$ cat src/rtl/shift_sequencer.sv
// shift_sequencer: multi-cycle shift unit, one LSL/LSR/ASR step per clock with start/busy/done handshake
//   clk    rising-edge clock
//   rst_n  asynchronous active-low reset
//   start  request, accepted when not busy (IDLE or DONE)
//   A      operand, captured on accepted start
//   AMT    shift count, captured on accepted start
//   LA     1 = arithmetic (right shifts only), 0 = logical
//   LR     0 = left, 1 = right
//   Y      result register, held until the next accepted start
//   C      last bit shifted out, 0 when AMT == 0
//   V      always 0
//   Z      Y == 0, registered alongside Y
//   busy   high while shifting
//   done   one-cycle pulse, Y/C/Z valid from this cycle
module shift_sequencer #(
   parameter int WIDTH = 8
) (
   input  logic                       clk,
   input  logic                       rst_n,
   input  logic                       start,
   input  logic [WIDTH-1:0]           A,
   input  logic [$clog2(WIDTH)-1:0]   AMT,
   input  logic                       LA,
   input  logic                       LR,
   output logic [WIDTH-1:0]           Y,
   output logic                       C,
   output logic                       V,
   output logic                       Z,
   output logic                       busy,
   output logic                       done
);
   localparam int AMT_W = $clog2(WIDTH);
   localparam logic [AMT_W-1:0] AMT_MAX = AMT_W'(WIDTH - 1);
   localparam logic [1:0] IDLE  = 2'd0;
   localparam logic [1:0] SHIFT = 2'd1;
   localparam logic [1:0] DONE  = 2'd2;

   logic [1:0]       state;
   logic [AMT_W-1:0] cnt;
   logic [AMT_W-1:0] amt_sat;
   logic             la_q;
   logic             lr_q;
   logic             accept;
   logic [WIDTH-1:0] step_y;
   logic             step_c;
   logic [WIDTH-1:0] y_nxt;
   logic             c_nxt;

   // counts beyond WIDTH-1 only exist when WIDTH is not a power of two
   if ((1 << AMT_W) > WIDTH) begin : g_sat
      assign amt_sat = (AMT > AMT_MAX) ? AMT_MAX : AMT;
   end else begin : g_nosat
      assign amt_sat = AMT;
   end

   assign accept = start && (state != SHIFT);
   assign busy   = (state == SHIFT);
   assign done   = (state == DONE);
   assign V      = 1'b0;

   always_comb begin
      step_y = lr_q ? {la_q & Y[WIDTH-1], Y[WIDTH-1:1]} : {Y[WIDTH-2:0], 1'b0};
      step_c = lr_q ? Y[0] : Y[WIDTH-1];
      y_nxt  = accept ? A : (busy ? step_y : Y);
      c_nxt  = accept ? 1'b0 : (busy ? step_c : C);
   end

   always_ff @(posedge clk or negedge rst_n) begin
      if (!rst_n) begin
         state <= IDLE;
         cnt   <= '0;
         la_q  <= 1'b0;
         lr_q  <= 1'b0;
         Y     <= '0;
         C     <= 1'b0;
         Z     <= 1'b0;
      end else begin
         Y <= y_nxt;
         C <= c_nxt;
         Z <= (y_nxt == '0);
         if (accept) begin
            cnt   <= amt_sat;
            la_q  <= LA;
            lr_q  <= LR;
            state <= (amt_sat == '0) ? DONE : SHIFT;
         end else if (state == SHIFT) begin
            cnt   <= cnt - 1'b1;
            state <= (cnt == AMT_W'(1)) ? DONE : SHIFT;
         end else begin
            state <= IDLE;
         end
      end
   end
endmodule

$ cat config.mk
export PLATFORM = sky130hd
export DESIGN_NAME = shift_sequencer
export DESIGN_NICKNAME = d
export VERILOG_FILES = /design/src/rtl/shift_sequencer.sv
export SDC_FILE = /design/constraint.sdc
export NUM_CORES = 1
export LEC_CHECK = 0
export BUFFER_PORTS_ARGS = -buffer_cell sky130_fd_sc_hd__buf_2
export CAP_MARGIN = 20
export CORE_ASPECT_RATIO = 0.9
export CORE_MARGIN = 1.5
export CORE_UTILIZATION = 35
export DETAILED_ROUTE_END_ITERATION = 7
export PLACE_DENSITY_LB_ADDON = 0.15
export SLEW_MARGIN = 25
export SYNTH_ARGS = -nofsm -noshare
export SYNTH_HDL_FRONTEND = slang
export SYNTH_SLANG_ARGS = --single-unit
$ cat constraint.sdc
create_clock -name clk -period 1.6 [get_ports clk]
set_input_delay 0.16 -clock clk [delete_from_list [all_inputs] [get_ports clk]]
set_output_delay 0.16 -clock clk [all_outputs]
set_load 0.005 [all_outputs]
==> results.toml <==
[global_route]
grt_usage_pct = 15.8
grt_pass1_wl_um = 3550
gr-total-overflow = 0
antenna_found_initial = 0
grt_pass1_vias = 740
grt_max_degree = 18

[floorplanning]
start_util_pct = 36.4
die_w_um = 59.1
die_y_um = 53.5
die-area_mm2 = 0.00316
rows = 18
io_pins = 29
coreArea_mm2 = 0.00273

[hold_path]
hold_path_class = "in -> reg"
hp-start = "LA"

[clock_network]
clockBufferDepth = 2
cts_tree = "yes"
cts_sinks = 17
clk_pin_slew_ns = 0.09
cts_buffers = 3
clk_latency_ns = 0.28
cts_root_buf = "clkbuf_4"
htreeDepth = 1

[pwr]
p_int_w = 0.00148
power.leakage_nw = 0.631
seqPwrFrac_pct = 31.1
cellPowerDensity_mw_per_mm2 = 1880
swShare_pct = 39.7
power.switching_w = 0.000974
p_comb_share_pct = 59.7
power_w = 0.00245
ir_worst_vdd_mv = 0.625
pwr-share-clk_pct = 9.2

[timing]
setup_viol = 0
rsz0062_at_grt = "no"
worst_slack_ns = 0.126
finalMaxSlewViolations = 0
hold_violations = 0
finalCritPeriodShare_pct = 92.1
setup_tns_ns = 0
period_needed_ns = 1.47
max_freq_mhz = 678
fin_hold_ws_ns = 0.101
skew_ns = 0.00314

[drt]
totalWireLength_um = 2170
drt_iter0_drc = 17
ant_nets = 0
avgRoutedWirePerCell_um = 12.4
post-route-drc-count = 0
vias = 838
dr.pass1.iters = 4
routed_via_density = 4.82

[layout]
nNetsFinal = 153
drive_above_1_share_pct = 41.8
n_antenna_cell = 0
syn2layout_area_growth_pct = 31.8
design_area_mm2 = 0.00131
final_common_cell = "buf_2"
layout_common_cells = "buf_2 (27), dfrtp_1 (17), buf_4 (14)"

[place]
dpl_cell_area_mm2 = 0.00124
portBuffers = 27
place_ws_ns = 0.0775
place_hpwl_um = 1710
place_congestion = 0.752

[logic_synthesis]
yosysUniqueCellTypes = 33
syn_inst = 94
synth_edf_count = 0
synth.cell_area_um2 = 992
synth_top_area_share_pct = 42.9
synth.area.top_cells = "dfrtp_1 (43%), mux2i_1 (9.1%), nor2b_1 (5.0%)"
syn_nets = 112
synth_area_per_cell_um2 = 10.6
async_reset_ff_share_pct = 100
synth_ff_type = "dfrtp_1"
synth-seq-cells = 17
yosys.area.top_type = "dfrtp_1"
synth-seq-area-share_pct = 42.9
yosysWarnings = 0

[setup_path]
critPathLaunch = "state[0]"
rr_worst_depth = 4
cp_max_fo = 8
r2r_end = "Z"
end_kind = "primary output"
arrival_ns = 1.31
cp-start-kind = "flop"
critPathKind = "reg -> out"
reg2reg_slack_ns = 0.16
endpoint = "busy"
cp.required_ns = 1.44
r2r-start = "Y[5]"

[job]
max_cap_violations = 0

[status]
outcome = "finished, final reports clean"
routing by layer:
| metal | track usage [%] | share of wire, % |
|---|---|---|
| met5 | 0 | 0 |
| met2 | 24.6 | 46 |
| met1 | 20.8 | 48 |
| met4 | 4.55 | 0.88 |
| met3 | 5.13 | 4.9 |
cell usage after synthesis (2+ instances only):
master / n
o22ai_1: 3
dfrtp_1: 17
a211oi_1: 5
buf_4: 2
o211a_1: 2
inv_1: 4
nor2b_1: 8
mux2_2: 4
clkbuf_1: 2
mux2i_1: 9
a21oi_1: 8
o21ai_0: 2
nand2_1: 6
buf_2: 2
ha_1: 2
worst min path at each step:
stage                           to  slack (ns)  depth (start not counted)
after detailed placement      Y[4]        0.11                          1
final                         la_q        0.10                          2
after floorplan                  C       -0.14                          0
after CTS                     la_q        0.09                          2
after global routing          la_q        0.08                          2
after global placement    state[0]        0.11                          1
power by group through the flow:
stage | clock, W | sequential, W | combinational, W
final | 0.000225 | 0.000764 | 0.00146
after global routing | 0.000265 | 0.000784 | 0.00163
after CTS | 0.000237 | 0.000771 | 0.00140
after detailed placement | 0 | 0.000780 | 0.00140
after global placement | 0 | 0.000771 | 0.00137
after floorplan | 0 | 0.000807 | 0.000804
state kept, by name, indices dropped and copies added, names as in the netlist:
signal / count
cnt: 3
C: 1
lr_q: 1
state: 2
Y: 8
Z: 1
la_q: 1
worst max-delay path, stage by stage, from the launching register on:
cell and delay, ns:
dfrtp_1 0.39, nand2b_1 0.14, buf_4 0.19, clkinvlp_4 0.16, buf_2 0.16
kinds of logic (layout without fill, tap and decap cells):
family	Yosys count	after routing	share of synthesized area, %
other	1	1	0.378
adder cells (fa/ha/maj)	2	2	2.52
buffers and inverters	12	52	6.30
AO/OA/AOI/OAI	26	26	19.4
AND/OR/NAND/NOR	23	23	14.9
flip-flops	17	17	42.9
multiplexers	13	13	13.6
stage by stage:
stage | instances | util, %
3_5_place_dp | 166 | 45.4
2_1_floorplan | 94 | -
4_1_cts | 171 | 46.7
6_report | 174 | 48.0
3_3_place_gp | 166 | 45.4
5_1_grt | 174 | 48.0
cell type report:
| cell class | count | area, um^2 |
|---|---|---|
| Timing Repair Buffer | 43 | 270 |
| Inverter | 5 | 22.5 |
| Tap cell | 40 | 50.0 |
| Multi-Input combinational cell | 65 | 513 |
| Fill cell | 286 | 1420 |
| Clock buffer | 4 | 26.3 |
| Sequential cell | 17 | 425 |
repair_timing:
item | in CTS | in global routing
setup endpoints to repair | 0 | 2
endpoints found under the hold margin | 17 | 0
hold buffers | 1 | 0
gates resized for setup | 0 | 3
setup buffers | 0 | 3
Note: power is estimated with default switching activity, not from simulation.
